**src/rtl/rv32i_pkg.sv**
```systemverilog
// Shared rv32i pipeline constants and the fetch FSM state encoding.
package rv32i_pkg;
  localparam int          XLEN         = 32;
  localparam logic [31:0] RESET_VECTOR = 32'h0000_0000;
  localparam int          PC_INC       = 4;

  typedef enum logic [1:0] {
    FETCH_START   = 2'd0,
    FETCH_RUN     = 2'd1,
    FETCH_DISCARD = 2'd2
  } fetch_state_e;
endpackage

```
**src/rtl/rv32i_fetch_buffer.sv**
```systemverilog
// Single-entry instruction+PC holding register with valid/load/take/flush.
module rv32i_fetch_buffer #(
  parameter int XLEN = 32
) (
  input  logic            clk_i,
  input  logic            reset_ni,
  input  logic            i_load,
  input  logic            i_take,
  input  logic            i_flush,
  input  logic [XLEN-1:0] i_instr,
  input  logic [XLEN-1:0] i_pc,
  output logic            o_valid,
  output logic [XLEN-1:0] o_instr,
  output logic [XLEN-1:0] o_pc
);
  logic            r_valid;
  logic [XLEN-1:0] r_instr;
  logic [XLEN-1:0] r_pc;

  // load beats take so a same-cycle refill keeps the entry valid
  always_ff @(posedge clk_i or negedge reset_ni) begin
    if (!reset_ni) begin
      r_valid <= 1'b0;
      r_instr <= '0;
      r_pc    <= '0;
    end else begin
      if (i_flush)     r_valid <= 1'b0;
      else if (i_load) r_valid <= 1'b1;
      else if (i_take) r_valid <= 1'b0;
      if (i_load && !i_flush) begin
        r_instr <= i_instr;
        r_pc    <= i_pc;
      end
    end
  end

  assign o_valid = r_valid;
  assign o_instr = r_instr;
  assign o_pc    = r_pc;
endmodule

```
**src/rtl/rv32i_fetch.sv**
```systemverilog
// rv32i instruction fetch: PC, hold-until-ack imem bus, decode handshake, redirect flush.
// Define RV32I_FETCH_PREFETCH_EN to add a one-entry prefetch buffer behind the output slot.
module rv32i_fetch
  import rv32i_pkg::*;
#(
  parameter int              XLEN         = rv32i_pkg::XLEN,
  parameter logic [XLEN-1:0] RESET_VECTOR = XLEN'(rv32i_pkg::RESET_VECTOR)
) (
  input  logic            clk_i,
  input  logic            reset_ni,
  output logic            imem_req_o,
  output logic [XLEN-1:0] imem_addr_o,
  input  logic            imem_ack_i,
  input  logic [XLEN-1:0] imem_data_i,
  output logic            data_ready_o,
  output logic [XLEN-1:0] instruction_o,
  output logic [XLEN-1:0] pc_o,
  input  logic            downstream_stall_i,
  input  logic            downstream_execute_i,
  input  logic            redirect_i,
  input  logic [XLEN-1:0] redirect_pc_i
);
  localparam logic [XLEN-1:0] ALIGN_MASK = ~XLEN'(3);

  fetch_state_e    r_state, w_state_n;
  logic [XLEN-1:0] r_pc, r_addr;
  logic            r_pend;
  logic            w_req, w_room, w_cap;
  logic            w_slot_vld, w_slot_take, w_slot_load;
  logic [XLEN-1:0] w_slot_instr_in, w_slot_pc_in;
  logic            w_unused_stall;

  // stall only matters through the slot-free rule
  assign w_unused_stall = downstream_stall_i;

  assign w_slot_take = downstream_execute_i & w_slot_vld;
  assign w_cap       = imem_ack_i & w_req & (r_state == FETCH_RUN) & ~redirect_i;

`ifdef RV32I_FETCH_PREFETCH_EN
  logic            w_buf_vld, w_buf_load, w_buf_take, w_slot_free;
  logic [XLEN-1:0] w_buf_instr, w_buf_pc;

  assign w_slot_free     = ~w_slot_vld | w_slot_take;
  assign w_room          = ~w_buf_vld | w_slot_take;
  assign w_slot_load     = w_slot_free & (w_buf_vld | w_cap);
  assign w_slot_instr_in = w_buf_vld ? w_buf_instr : imem_data_i;
  assign w_slot_pc_in    = w_buf_vld ? w_buf_pc : r_pc;
  // the buffer takes the response unless it can go straight into the slot
  assign w_buf_load      = w_cap & ~(w_slot_free & ~w_buf_vld);
  assign w_buf_take      = w_buf_vld & w_slot_free;

  rv32i_fetch_buffer #(.XLEN(XLEN)) u_pf (
    .clk_i   (clk_i),
    .reset_ni(reset_ni),
    .i_load  (w_buf_load),
    .i_take  (w_buf_take),
    .i_flush (redirect_i),
    .i_instr (imem_data_i),
    .i_pc    (r_pc),
    .o_valid (w_buf_vld),
    .o_instr (w_buf_instr),
    .o_pc    (w_buf_pc)
  );
`else
  assign w_room          = ~w_slot_vld | downstream_execute_i;
  assign w_slot_load     = w_cap;
  assign w_slot_instr_in = imem_data_i;
  assign w_slot_pc_in    = r_pc;
`endif

  rv32i_fetch_buffer #(.XLEN(XLEN)) u_slot (
    .clk_i   (clk_i),
    .reset_ni(reset_ni),
    .i_load  (w_slot_load),
    .i_take  (w_slot_take),
    .i_flush (redirect_i),
    .i_instr (w_slot_instr_in),
    .i_pc    (w_slot_pc_in),
    .o_valid (w_slot_vld),
    .o_instr (instruction_o),
    .o_pc    (pc_o)
  );

  always_comb begin
    w_state_n = r_state;
    w_req     = 1'b0;
    case (r_state)
      FETCH_START: w_state_n = FETCH_RUN;
      FETCH_RUN: begin
        w_req = r_pend | w_room;
        if (redirect_i && w_req && !imem_ack_i) w_state_n = FETCH_DISCARD;
      end
      FETCH_DISCARD: begin
        w_req = 1'b1;
        // once the stale response lands, a same-cycle redirect just retargets r_pc
        if (imem_ack_i) w_state_n = FETCH_RUN;
      end
      default: w_state_n = FETCH_START;
    endcase
  end

  always_ff @(posedge clk_i or negedge reset_ni) begin
    if (!reset_ni) begin
      r_state <= FETCH_START;
      r_pc    <= RESET_VECTOR & ALIGN_MASK;
      r_addr  <= RESET_VECTOR & ALIGN_MASK;
      r_pend  <= 1'b0;
    end else begin
      r_state <= w_state_n;
      r_pend  <= w_req & ~imem_ack_i;
      // r_addr remembers the address of a request that DISCARD must keep driving
      if (r_state != FETCH_DISCARD) r_addr <= r_pc;
      if (redirect_i)  r_pc <= redirect_pc_i & ALIGN_MASK;
      else if (w_cap)  r_pc <= r_pc + XLEN'(PC_INC);
    end
  end

  assign imem_req_o   = w_req;
  assign imem_addr_o  = (r_state == FETCH_DISCARD) ? r_addr : r_pc;
  assign data_ready_o = w_slot_vld;
endmodule

```
**config.mk**
```make
export PLATFORM = sky130hd
export DESIGN_NAME = rv32i_fetch
export DESIGN_NICKNAME = d
export VERILOG_FILES = /design/src/rtl/rv32i_pkg.sv /design/src/rtl/rv32i_fetch_buffer.sv /design/src/rtl/rv32i_fetch.sv
export SDC_FILE = /design/constraint.sdc
export NUM_CORES = 1
export LEC_CHECK = 0
export ABC_AREA = 1
export BUFFER_PORTS_ARGS = -buffer_cell sky130_fd_sc_hd__buf_2
export CAP_MARGIN = 40
export CORE_MARGIN = 3
export CORE_UTILIZATION = 30
export CTS_BUF_LIST = sky130_fd_sc_hd__clkbuf_8
export DETAILED_ROUTE_END_ITERATION = 8
export PLACE_DENSITY = 0.52
export SLEW_MARGIN = 40
export SYNTH_ARGS = -nofsm -noshare
export SYNTH_HDL_FRONTEND = slang
export SYNTH_SLANG_ARGS = --single-unit
export TNS_END_PERCENT = 50
```
**constraint.sdc**
```tcl
create_clock -name clk_i -period 4.4 [get_ports clk_i]
set_clock_uncertainty 0.1 [all_clocks]
set_input_delay 0.22 -clock clk_i [delete_from_list [all_inputs] [get_ports clk_i]]
set_output_delay 0.22 -clock clk_i [all_outputs]
set_load 0.005 [all_outputs]
```
==> Implementation_results.wiki, run 1 <==
{| class="wikitable"
! Metric !! Value
|-
| Run status || complete, no violations
|-
| Endpoint class of the critical path || flip-flop
|-
| Critical-path cell list || inv_1, ha_1, nand2_1, inv_1, nand3_4, nor2_4, buf_4, nand2_1, nand2_1
|-
| H-Tree Level Count || 4
|-
| Hold WC Path Type || in -> reg
|-
| Number of buffer and inverter stages on the critical path || 3
|-
| Clk sink count || 126
|-
| Setup slack of the critical path after layout || 1.84 ns
|-
| Iter 0 DRT Violations || 258
|-
| Fraction of power consumed by combinational cells || 32.5%
|-
| Core area || 18900 um^2
|-
| Wire per inst || 14.0 um
|-
| First-pass GRT wire length || 28.2 mm
|-
| Proportion of layout cells with a drive suffix above 1 || 21.5%
|-
| Final hold vios || 0
|-
| Power density of the placed cells || 540 nW/um^2
|-
| Clock period minus final worst setup slack || 2.56 ns
|-
| Register clock-pin slew on the reported worst setup and hold paths || 0.08 ns
|-
| Fraction of power spent switching nets || 35.9%
|-
| Biggest area contributors in the synthesized netlist || sky130_fd_sc_hd__dfrtp_1, sky130_fd_sc_hd__nand2_1, sky130_fd_sc_hd__nand3_1, sky130_fd_sc_hd__nor2_1, sky130_fd_sc_hd__o21ai_0
|-
| Slowest stage delay, CP || 0.52 ns
|-
| Fillers || 1994
|-
| Period utilisation layout || 58.2%
|-
| Worst Hold Path Cells || 5
|-
| Number of diodes || 0
|-
| FF-to-FF End || u_slot.o_instr[6]
|-
| Total power || 4.22 mW
|-
| Cell area after technology mapping || 5840 um^2
|-
| Summed negative setup slack over all endpoints || 0 ns
|-
| Initial antenna violation count || 0
|-
| Synthesis-stage register bit count || 126
|-
| Internal Power || 2.70 mW
|-
| Num CTS Buffers || 17
|-
| Detail Route Antenna Nets || 0
|-
| Syn. warnings || 0
|-
| Pins Over Slew Limit || 0
|-
| Vias in the first global route || 5340
|-
| Share of power burned in registers || 43.7%
|-
| Quantity of I/O buffers inserted on ports || 160
|-
| Switching pwr || 1.52 mW
|-
| Buffer depth of the longest clock path || 2
|-
| Largest area contributor in the netlist || sky130_fd_sc_hd__dfrtp_1
|-
| Seq/Total Area, Yosys || 54.0%
|-
| Synth Instances || 738
|-
| Clock share of power || 23.8%
|-
| Start point of the worst min-delay path || redirect_pc_i[29]
|-
| Post-CTS Hold Buffers || 60
|-
| Required time reported for the critical path endpoint || 4.67 ns
|-
| Die width || 146 um
|-
| Hold path endpoint || r_pc[29]
|-
| Top fanout value on the critical path || 40
|-
| Count of TritonRoute iterations in the first routing pass || 5
|-
| Crit start category || flip-flop
|-
| Relative slew slack || 51.6%
|-
| Final setup violating endpoints || 0
|-
| Syn avg cell area || 7.92 um^2
|-
| TritonCTS clock tree || yes
|-
| Fin Hold WS || 0.0431 ns
|-
| Library cells used by synthesis || 31
|-
| Number of maximum-capacitance constraint violations || 0
|-
| Worst r2r path cells || 9
|-
| Slack of the worst reg-to-reg path || 1.84 ns
|-
| Tot GR Track Use || 16.6%
|-
| Max stage delay cell, worst path || sky130_fd_sc_hd__nor2_4
|-
| Post-detailed-routing wire length || 17.1 mm
|-
| Largest net degree at the start of global routing || 88
|-
| Drt via density || 4.35
|-
| Number of post-CTS setup repair buffers || 0
|-
| CP delay by family, top || simple AND/OR/NAND/NOR gates
|-
| HPWL Detailed || 11.5 mm
|-
| Worst Path Arrival || 2.83 ns
|-
| Synth-to-layout area growth || 33.9%
|-
| CTS Root Cell || sky130_fd_sc_hd__clkbuf_8
|-
| Ports || 168
|-
| Clk_lat worst skew || 0.44 ns
|-
| Die area || 21200 um^2
|-
| Place WS || 1.89 ns
|-
| Die extent in y || 146 um
|-
| Worst-margin pin slew || 0.725 ns
|-
| Resize count post-CTS || 0
|-
| Initial core utilization || 30.9%
|-
| Maximum clock rate || 391 MHz
|-
| CP dominant cell by count || sky130_fd_sc_hd__nand2_1
|-
| Worst-case vdd ir drop || 0.275 mV
|-
| RePlAce Congestion || 0.815
|-
| Gr ovfl total || 0
|-
| Layout Utilization || 41.4%
|-
| RSZ-0062 raised after global routing || no
|-
| Reg2reg start || r_state[1]
|-
| Top cell type's share of synthesized area || 54.0%
|-
| Fin nets || 1024
|-
| Row count || 50
|-
| Leakage power || 4.06 nW
|-
| Via count of the routed design || 5311
|-
| Count of unresolved DRC violations after routing || 0
|-
| Critical setup path kind || reg -> reg
|}
[cell usage in the layout, fill, tap and decap left out, drive strengths merged, types with 2 or more instances in the layout]
master	netlist	final
clkinvlp	0	2
conb	1	4
xor2	12	12
nor3	2	2
xnor2	2	2
a21oi	7	7
dfrtp	126	126
o21ai	53	53
nor2	63	63
ha	4	4
clkbuf	10	20
dlygate4sd3	0	60
nand3	48	48
clkinv	0	6
bufinv	0	2
inv	40	41
buf	24	163
nand2	340	340
[worst reg2reg max path: stages (launching register included)]
cell and delay (ns):
sky130_fd_sc_hd__dfrtp_1 0.39, sky130_fd_sc_hd__inv_1 0.09, sky130_fd_sc_hd__ha_1 0.21, sky130_fd_sc_hd__nand2_1 0.06, sky130_fd_sc_hd__inv_1 0.16, sky130_fd_sc_hd__nand3_4 0.23, sky130_fd_sc_hd__nor2_4 0.52, sky130_fd_sc_hd__buf_4 0.49
sky130_fd_sc_hd__nand2_1 0.14, sky130_fd_sc_hd__nand2_1 0.10
[registers in the layout (all words and copies together) (netlist names)]
signal	flops
u_slot.o_valid	1
r_state	2
r_pc	30
u_slot.o_instr	32
u_slot.o_pc	30
r_addr	30
r_pend	1
[power groups by stage]
stage / Combinational, mW / Sequential (mW) / Clock (mW)
floorplan: 0.725 / 1.85 / 0
global placement: 1.33 / 1.86 / 0
detailed placement: 1.35 / 1.86 / 0
CTS: 1.40 / 1.85 / 1.05
global route: 1.58 / 1.90 / 1.09
finish: 1.37 / 1.85 / 1.00
[final cells by class]
class | instances | area, um^2 | area share, %
repair buffers | 224 | 1450 | 18.6
clock inverters | 11 | 120 | 1.54
clock buffers | 19 | 262 | 3.34
multi-input cells | 541 | 2360 | 30.2
flip-flops and latches | 126 | 3150 | 40.3
well taps | 260 | 325 | 4.16
inverters | 40 | 150 | 1.92
[stage by stage]
step | cells | area, um^2
6_report | 1221 | 7820
3_3_place_gp | 1130 | 6820
3_5_place_dp | 1131 | 6840
2_1_floorplan | 741 | 5850
5_1_grt | 1221 | 7820
4_1_cts | 1221 | 7820
[kinds of logic after synthesis]
logic type	Yosys count	share of synthesized area, %
and+or+nand+nor	456	31.3
DFF	126	54.0
buffers and inverters	74	6.02
AOI/OAI and AO/OA	63	5.70
xor gates and xnor gates	14	2.10
adders and majority gates	4	0.857
other	1	0.0642
[worst max path at each step]
stage	from	cells past startpoint	to	slack [ns]
after floorplan	r_state[0]	11	u_slot.o_instr[0]	2.65
after global placement	redirect_i	5	r_pc[18]	1.84
after detailed placement	r_state[0]	9	u_slot.o_instr[14]	1.89
after CTS	r_state[1]	9	u_slot.o_instr[14]	1.85
after global routing	r_state[1]	9	u_slot.o_instr[6]	1.61
final	r_state[1]	9	u_slot.o_instr[6]	1.84
[cell usage after synthesis (all sizes together)]
cell	number
nand2	340
dfrtp	126
nor2	63
o21ai	53
nand3	48
inv	40
buf	24
xor2	12
clkbuf	10
a21oi	7
ha	4
nor3	2
xnor2	2
a31oi	1
and2	1
conb	1
nand3b	1
nand4	1
o21a	1
o21bai	1
[per-layer routing]
layer	wire length, um	share of wire (%)	vias to the layer above	global-route usage [%]
met1	8090	47	2435	22.2
met5	0	0	-	0
met3	875	5.1	13	3.96
met4	189	1.1	0	4.89
met2	7920	46	152	26.9
li1	-	-	2711	-
Note: power is estimated with default switching activity, not from simulation.
==> inputs of run 2 (changes only) <==
--- a/config.mk
+++ b/config.mk
@@ -5,7 +5,7 @@
 export SDC_FILE = /design/constraint.sdc
 export NUM_CORES = 1
 export LEC_CHECK = 0
-export ABC_AREA = 1
+export ABC_AREA = 0
 export BUFFER_PORTS_ARGS = -buffer_cell sky130_fd_sc_hd__buf_2
 export CAP_MARGIN = 40
 export CORE_MARGIN = 3
==> constraint.sdc (replaced) <==
create_clock -name clk_i -period 2.5 [get_ports clk_i]
set_clock_uncertainty 0.1 [all_clocks]
set_input_delay 0.125 -clock clk_i [delete_from_list [all_inputs] [get_ports clk_i]]
set_output_delay 0.125 -clock clk_i [all_outputs]
set_load 0.005 [all_outputs]
==> run 2 against run 1 <==
Hold slack worse by 0.012 ns. Synthesized cell count is 37% lower. Register-to-register slack worse by 1.7 ns. Core utilization is 2.0 points higher. Sequential share of layout area is 0.53 points lower. Global-route usage is 1.3 points lower. Fmax is 7.2% higher. Sequential power is 67% higher. Clock power is 94% higher. Combinational power is 75% higher.
==> Implementation_results.wiki, run 2 <==
{| class="wikitable"
! Metric !! Value
|-
| Placed cell areas || 6850 um^2
|-
| Max stage delay cell, worst path || sky130_fd_sc_hd__or4b_2
|-
| Library cells used by synthesis || 56
|-
| Multi-input gate area in the final layout || 2300 um^2
|-
| Largest area contributor in the netlist || sky130_fd_sc_hd__dfrtp_1
|-
| Seq/Total Area, Yosys || 55.6%
|-
| Gr ovfl total || 0
|-
| Worst r2r path cells || 7
|-
| Initial antenna violation count || 0
|-
| Vias in the first global route || 4639
|-
| Most common cell in the netlist || sky130_fd_sc_hd__dfrtp_1
|-
| Top fanout value on the critical path || 18
|-
| Number of buffer and inverter stages on the critical path || 2
|-
| Slowest stage delay, CP || 0.64 ns
|-
| Die width || 143 um
|-
| Largest net degree at the start of global routing || 58
|-
| Cell area after layout || 7930 um^2
|-
| First-pass GRT wire length || 24.6 mm
|-
| Relative slew slack || 51.4%
|-
| Total power || 7.43 mW
|-
| Clock period minus final worst setup slack || 2.39 ns
|-
| Syn avg cell area || 12.2 um^2
|-
| Reg2reg start || r_state[1]
|-
| Via count of the routed design || 4557
|-
| Worst Hold Path Cells || 3
|-
| Fraction of power spent switching nets || 29.0%
|-
| Tot GR Track Use || 15.3%
|-
| Commonest non-fill, non-tap cell in the layout || sky130_fd_sc_hd__buf_2
|-
| Synthesis-stage register bit count || 126
|-
| Worst Path Arrival || 2.65 ns
|-
| Switching pwr || 2.15 mW
|-
| Count of unresolved DRC violations after routing || 0
|-
| Final setup violating endpoints || 0
|-
| Die area || 20600 um^2
|-
| Clk sink count || 126
|-
| Main synth FF type || sky130_fd_sc_hd__dfrtp_1
|-
| Proportion of layout cells with a drive suffix above 1 || 44.6%
|-
| Num CTS Buffers || 17
|-
| CP delay by family, top || simple AND/OR/NAND/NOR gates
|-
| Row count || 49
|-
| RSZ-0062 raised after global routing || no
|-
| FF-to-FF End || r_pc[17]
|-
| Number of maximum-capacitance constraint violations || 0
|-
| Worst-margin pin slew || 0.728 ns
|-
| Final cell count without fillers || 946
|-
| Initial core utilization || 31.0%
|-
| Total area of sequential cells || 3150 um^2
|-
| Share of power burned in registers || 41.6%
|-
| H-Tree Level Count || 4
|-
| HPWL Detailed || 11.2 mm
|-
| Required time reported for the critical path endpoint || 2.76 ns
|-
| Ports || 168
|-
| Fraction of power consumed by combinational cells || 32.3%
|-
| Internal Power || 5.28 mW
|-
| Top cell type's share of synthesized area || 55.6%
|-
| Hold path endpoint || r_pc[6]
|-
| Buffer depth of the longest clock path || 2
|-
| Syn. warnings || 0
|-
| Synth-to-layout area growth || 39.8%
|-
| Cell area after technology mapping || 5670 um^2
|-
| Period utilisation layout || 95.5%
|-
| Slack of the worst reg-to-reg path || 0.11 ns
|-
| Setup slack of the critical path after layout || 0.113 ns
|-
| Summed negative setup slack over all endpoints || 0 ns
|-
| Detail Route Antenna Nets || 0
|-
| Wire per inst || 16.5 um
|-
| Max FFs per register || 32
|-
| Register clock-pin slew on the reported worst setup and hold paths || 0.07 ns
|-
| Endpoint class of the critical path || flip-flop
|-
| RePlAce Congestion || 0.772
|-
| Top post-synthesis cells by count || sky130_fd_sc_hd__dfrtp_1, sky130_fd_sc_hd__mux2_2, sky130_fd_sc_hd__nand2_1, sky130_fd_sc_hd__nor2_1, sky130_fd_sc_hd__nand3_1
|-
| Biggest area contributors in the synthesized netlist || sky130_fd_sc_hd__dfrtp_1, sky130_fd_sc_hd__mux2_2, sky130_fd_sc_hd__nand2_1, sky130_fd_sc_hd__a221o_1, sky130_fd_sc_hd__nor2_1
|-
| Number of cells on the critical path || 7
|-
| Critical-path cell list || inv_1, ha_1, nand3_1, or3_1, buf_4, or4b_2, nand3_1
|-
| Placed cell count || 851
|-
| Layout Utilization || 43.4%
|-
| Post-detailed-routing wire length || 15.6 mm
|-
| Core area || 18300 um^2
|-
| Maximum clock rate || 419 MHz
|-
| Number of flops mapped to enable cells by yosys || 0
|-
| Drt via density || 4.82
|-
| Worst-case vdd ir drop || 0.394 mV
|-
| Iter 0 DRT Violations || 278
|-
| Final hold vios || 0
|-
| Leakage power || 3.59 nW
|-
| Critical setup path kind || reg -> reg
|-
| TritonCTS clock tree || yes
|-
| CP dominant cell by count || sky130_fd_sc_hd__nand3_1
|-
| Crit start category || flip-flop
|-
| Hold WC Path Type || in -> reg
|-
| Pins Over Slew Limit || 0
|-
| Clock share of power || 26.1%
|-
| Clk_lat worst skew || 0.43 ns
|-
| Commonest non-fill, non-tap cells in the layout || sky130_fd_sc_hd__buf_2, sky130_fd_sc_hd__dfrtp_1, sky130_fd_sc_hd__mux2_2, sky130_fd_sc_hd__dlygate4sd3_1, sky130_fd_sc_hd__nand2_1
|-
| Place WS || 0.143 ns
|-
| Start point of the worst min-delay path || redirect_i
|-
| Resize count post-CTS || 0
|-
| Run status || complete, no violations
|-
| CTS Root Cell || sky130_fd_sc_hd__clkbuf_8
|-
| Power density of the placed cells || 938 nW/um^2
|-
| Fin nets || 780
|-
| Synth Instances || 465
|-
| Quantity of I/O buffers inserted on ports || 160
|-
| Fillers || 1749
|-
| Fin Hold WS || 0.0309 ns
|-
| Count of TritonRoute iterations in the first routing pass || 4
|-
| Fraction of registers with async set/reset || 100%
|-
| Die extent in y || 143 um
|}
[run 2: changes by cell type after synthesis, moves of 6 or more]
cell and change:
sky130_fd_sc_hd__a221o_1 +10, sky130_fd_sc_hd__a31oi_1 +7, sky130_fd_sc_hd__inv_1 -26, sky130_fd_sc_hd__mux2_2 +86, sky130_fd_sc_hd__nand2_1 -309, sky130_fd_sc_hd__nand3_1 -27, sky130_fd_sc_hd__nor2_1 -31, sky130_fd_sc_hd__nor2b_1 +6
sky130_fd_sc_hd__nor4_1 +9, sky130_fd_sc_hd__o21ai_0 -15, sky130_fd_sc_hd__o21ai_1 -20, sky130_fd_sc_hd__or4_1 +6, sky130_fd_sc_hd__xor2_1 -10
[run 2: cell families (layout without fill, tap and decap cells)]
| group | Yosys count | after routing | share of synthesized area (%) |
|---|---|---|---|
| simple gates | 137 | 137 | 13.2 |
| flops | 126 | 126 | 55.6 |
| mux | 87 | 87 | 17.3 |
| compound gates | 58 | 58 | 7.70 |
| buf+inv | 45 | 293 | 4.24 |
| xor+xnor | 7 | 7 | 1.08 |
| fa+ha+maj | 4 | 4 | 0.883 |
| other cells | 1 | 5 | 0.0661 |
[run 2: tightest hold or removal path, stage by stage]
cell	delay [ns]
sky130_fd_sc_hd__buf_2	0.22
sky130_fd_sc_hd__nand2_1	0.09
sky130_fd_sc_hd__o21ai_0	0.07
[run 2: area by class of cell]
type | count | share of cell area, %
Antenna cell | 1 | 0.0316
Clock buffer | 21 | 3.65
Clock inverter | 8 | 1.75
Inverter | 11 | 0.521
Multi-Input combinational cell | 297 | 29.0
Sequential cell | 126 | 39.8
Tap cell | 229 | 3.61
Timing Repair Buffer | 253 | 21.7
[run 2: power groups by stage]
stage / logic, mW / registers [mW] / clock network, mW
global placement: 2.31 / 3.10 / 0
finish: 2.40 / 3.09 / 1.94
global route: 2.65 / 3.20 / 2.11
detailed placement: 2.37 / 3.14 / 0
floorplan: 1.19 / 3.15 / 0
CTS: 2.46 / 3.11 / 2.00
[run 2: worst max path at each step]
stage | start | end | slack [ns]
finish | r_state[1] | r_pc[17] | 0.11
global route | r_state[0] | r_pc[17] | 0.03
CTS | r_state[0] | r_pc[17] | 0.13
detailed placement | r_state[0] | r_pc[17] | 0.14
global placement | r_state[0] | r_pc[17] | 0.20
floorplan | r_state[0] | r_pc[17] | 0.20
[run 2: what timing repair did]
action                    4_1_cts  5_1_grt
buffers inserted                0        0
hold buffers                   65        0
hold endpoints to repair      120        0
[run 2: routing by layer]
layer,global-route usage [%],up-vias,part of all wire [%]
met5,0,-,0
met4,4.66,0,1.6
met3,3.79,13,4.7
met2,25.4,107,49
met1,19.7,2263,44
li1,-,2174,-
==> inputs of run 3 (changes only) <==
--- a/config.mk
+++ b/config.mk
@@ -9,10 +9,10 @@
 export BUFFER_PORTS_ARGS = -buffer_cell sky130_fd_sc_hd__buf_2
 export CAP_MARGIN = 40
 export CORE_MARGIN = 3
-export CORE_UTILIZATION = 30
+export CORE_UTILIZATION = 40
 export CTS_BUF_LIST = sky130_fd_sc_hd__clkbuf_8
 export DETAILED_ROUTE_END_ITERATION = 8
-export PLACE_DENSITY = 0.52
+export PLACE_DENSITY = 0.65
 export SLEW_MARGIN = 40
 export SYNTH_ARGS = -nofsm -noshare
 export SYNTH_HDL_FRONTEND = slang
==> constraint.sdc (replaced) <==
create_clock -name clk_i -period 2.2 [get_ports clk_i]
set_clock_uncertainty 0.1 [all_clocks]
set_input_delay 0.11 -clock clk_i [delete_from_list [all_inputs] [get_ports clk_i]]
set_output_delay 0.11 -clock clk_i [all_outputs]
set_load 0.005 [all_outputs]
==> run 3 against run 2 <==
The flow now finishes with violations (setup timing). Global-route usage is 5.0 points higher. Routed wire length grew 2.3%. Clock power down 5%. Count of clock-buffer cells in the layout unchanged. First-iteration DRC count increased by 1.4%. Register-to-register slack worse by 0.18 ns. Via count rose by 5.4%. Critical path type unchanged.
==> Implementation_results.wiki, run 3 (synthesized netlist as in run 2, its figures left out) <==
{| class="wikitable"
! Metric !! Value
|-
| Wire per inst || 17.2 um
|-
| Number of maximum-capacitance constraint violations || 0
|-
| Number of buffer and inverter stages on the critical path || 3
|-
| Placed cell areas || 6930 um^2
|-
| Via count of the routed design || 4802
|-
| Clk sink count || 126
|-
| Failing checks || setup timing
|-
| Largest net degree at the start of global routing || 82
|-
| Critical setup path kind || reg -> reg
|-
| CTS Root Cell || sky130_fd_sc_hd__clkbuf_8
|-
| Setup slack of the critical path after layout || -0.0651 ns
|-
| Die extent in y || 125 um
|-
| Fillers || 1113
|-
| Worst-case vdd ir drop || 0.676 mV
|-
| Commonest non-fill, non-tap cell in the layout || sky130_fd_sc_hd__buf_2
|-
| Vias in the first global route || 5115
|-
| Proportion of layout cells with a drive suffix above 1 || 48.3%
|-
| Fin nets || 817
|-
| Cell area after layout || 8260 um^2
|-
| Number of diodes || 0
|-
| Summed negative setup slack over all endpoints || -0.355 ns
|-
| CP dominant cell by count || sky130_fd_sc_hd__buf_6
|-
| First-pass GRT wire length || 25.6 mm
|-
| Ports || 168
|-
| Tot GR Track Use || 20.3%
|-
| Quantity of I/O buffers inserted on ports || 160
|-
| Initial core utilization || 41.8%
|-
| Crit start category || flip-flop
|-
| Worst Path Arrival || 2.49 ns
|-
| Period utilisation layout || 103%
|-
| Placed cell count || 821
|-
| Max FFs per register || 32
|-
| Critical-path cell list || inv_2, ha_4, nand3_4, or3_4, buf_6, buf_6, o311a_1, a221o_1
|-
| H-Tree Level Count || 4
|-
| Initial antenna violation count || 0
|-
| CP delay by family, top || compound AO/OA/AOI/OAI gates
|-
| Iter 0 DRT Violations || 282
|-
| Drt via density || 5.16
|-
| Buffer depth of the longest clock path || 2
|-
| Required time reported for the critical path endpoint || 2.43 ns
|-
| Final cell count without fillers || 930
|-
| Detail Route Antenna Nets || 0
|-
| Core area || 13600 um^2
|-
| Maximum clock rate || 441 MHz
|-
| Die width || 125 um
|-
| RePlAce Congestion || 0.801
|-
| Register clock-pin slew on the reported worst setup and hold paths || 0.07 ns
|-
| Endpoint class of the critical path || flip-flop
|-
| Gr ovfl total || 0
|-
| Relative slew slack || 50.7%
|-
| Fin Hold WS || 0.103 ns
|-
| Clock period minus final worst setup slack || 2.27 ns
|-
| Count of TritonRoute iterations in the first routing pass || 6
|-
| Max stage delay cell, worst path || sky130_fd_sc_hd__or3_4
|-
| Final hold vios || 0
|-
| Row count || 42
|-
| Hold WC Path Type || in -> reg
|-
| Synth-to-layout area growth || 45.8%
|-
| RSZ-0062 raised after global routing || yes
|-
| Power density of the placed cells || 1030 nW/um^2
|-
| Pins Over Slew Limit || 0
|-
| Commonest non-fill, non-tap cells in the layout || sky130_fd_sc_hd__buf_2, sky130_fd_sc_hd__dfrtp_1, sky130_fd_sc_hd__mux2_2, sky130_fd_sc_hd__dlygate4sd3_1, sky130_fd_sc_hd__buf_4
|-
| Final setup violating endpoints || 31
|-
| Worst-margin pin slew || 0.739 ns
|-
| Num CTS Buffers || 17
|-
| Clk_lat worst skew || 0.44 ns
|-
| Top fanout value on the critical path || 5
|-
| Place WS || -0.0934 ns
|-
| HPWL Detailed || 10.5 mm
|-
| Leakage power || 3.77 nW
|-
| TritonCTS clock tree || yes
|-
| Run status || finished with violations
|-
| Slowest stage delay, CP || 0.42 ns
|-
| Post-detailed-routing wire length || 16.0 mm
|-
| Count of unresolved DRC violations after routing || 0
|-
| Die area || 15600 um^2
|}
-- run 3: cell types whose count changed in the layout (fill, tap and decap cells not counted), moves of 3 or more --
cell                            delta
sky130_fd_sc_hd__bufinv_16         -3
sky130_fd_sc_hd__buf_6             +6
sky130_fd_sc_hd__dlygate4sd3_1     +5
sky130_fd_sc_hd__buf_4            +24
sky130_fd_sc_hd__nand3_1           -4
sky130_fd_sc_hd__ha_4              +3
sky130_fd_sc_hd__nand3_2           +3
-- run 3: worst paths after layout --
check	startpoint	endpoint	cells past startpoint	slack [ns]
setup reg to reg	r_state[1]	r_pc[19]	8	-0.07
min in group asynchronous	reset_ni	u_slot.o_instr[16]	2	0.20
hold / removal	redirect_i	r_pc[22]	2	0.10
max in group asynchronous	reset_ni	u_slot.o_pc[8]	3	1.02
setup / recovery	r_state[1]	r_pc[19]	8	-0.07
hold reg to reg	r_addr[6]	r_addr[6]	1	0.39
-- run 3: report_power, final --
part           switching, mW  internal, mW
Clock                  0.866         0.981
Sequential             0.387          3.13
Combinational           1.33          1.78
-- run 3: area by class of cell --
| cell class | count | area [um^2] | share of cell area [%] |
|---|---|---|---|
| clock buffer | 21 | 289 | 3.50 |
| clock inverter | 9 | 71.3 | 0.863 |
| inverter | 11 | 41.3 | 0.500 |
| multi-input combinational | 297 | 2400 | 29.1 |
| sequential | 126 | 3150 | 38.2 |
| tap | 176 | 220 | 2.67 |
| timing repair buffer | 290 | 2090 | 25.2 |
-- run 3: repair_timing --
action                     CTS  global route
setup buffers                1             3
pin swaps                    1            10
setup endpoints to repair   87            79
gates cloned                 1             4
hold buffers                70             0
hold endpoints to repair   142             0
resized for setup           15            14
-- run 3: worst reg2reg max path: cells and delay by family (launching register included) --
family	cells	cell delay, ns
AO/OA/AOI/OAI	2	0.54
adder cells (fa/ha/maj)	1	0.29
AND/OR/NAND/NOR	2	0.49
buffers and inverters	3	0.35
flip-flops	1	0.39
-- run 3: stage by stage --
stage | power [mW] | utilization (%)
finish | 8.48 | 60.9
global route | 9.01 | 60.9
CTS | 8.42 | 59.8
detailed placement | 6.33 | 51.1
global placement | 6.21 | 51.1
floorplan | 4.95 | -
-- run 3: metal layers --
layer | vias to the layer above | wire (um) | global-route usage (%)
met4 | 0 | 336 | 6.82
met2 | 124 | 8210 | 35.3
met1 | 2402 | 6740 | 24.5
met3 | 27 | 674 | 5.25
li1 | 2249 | - | -
met5 | - | 0 | 0
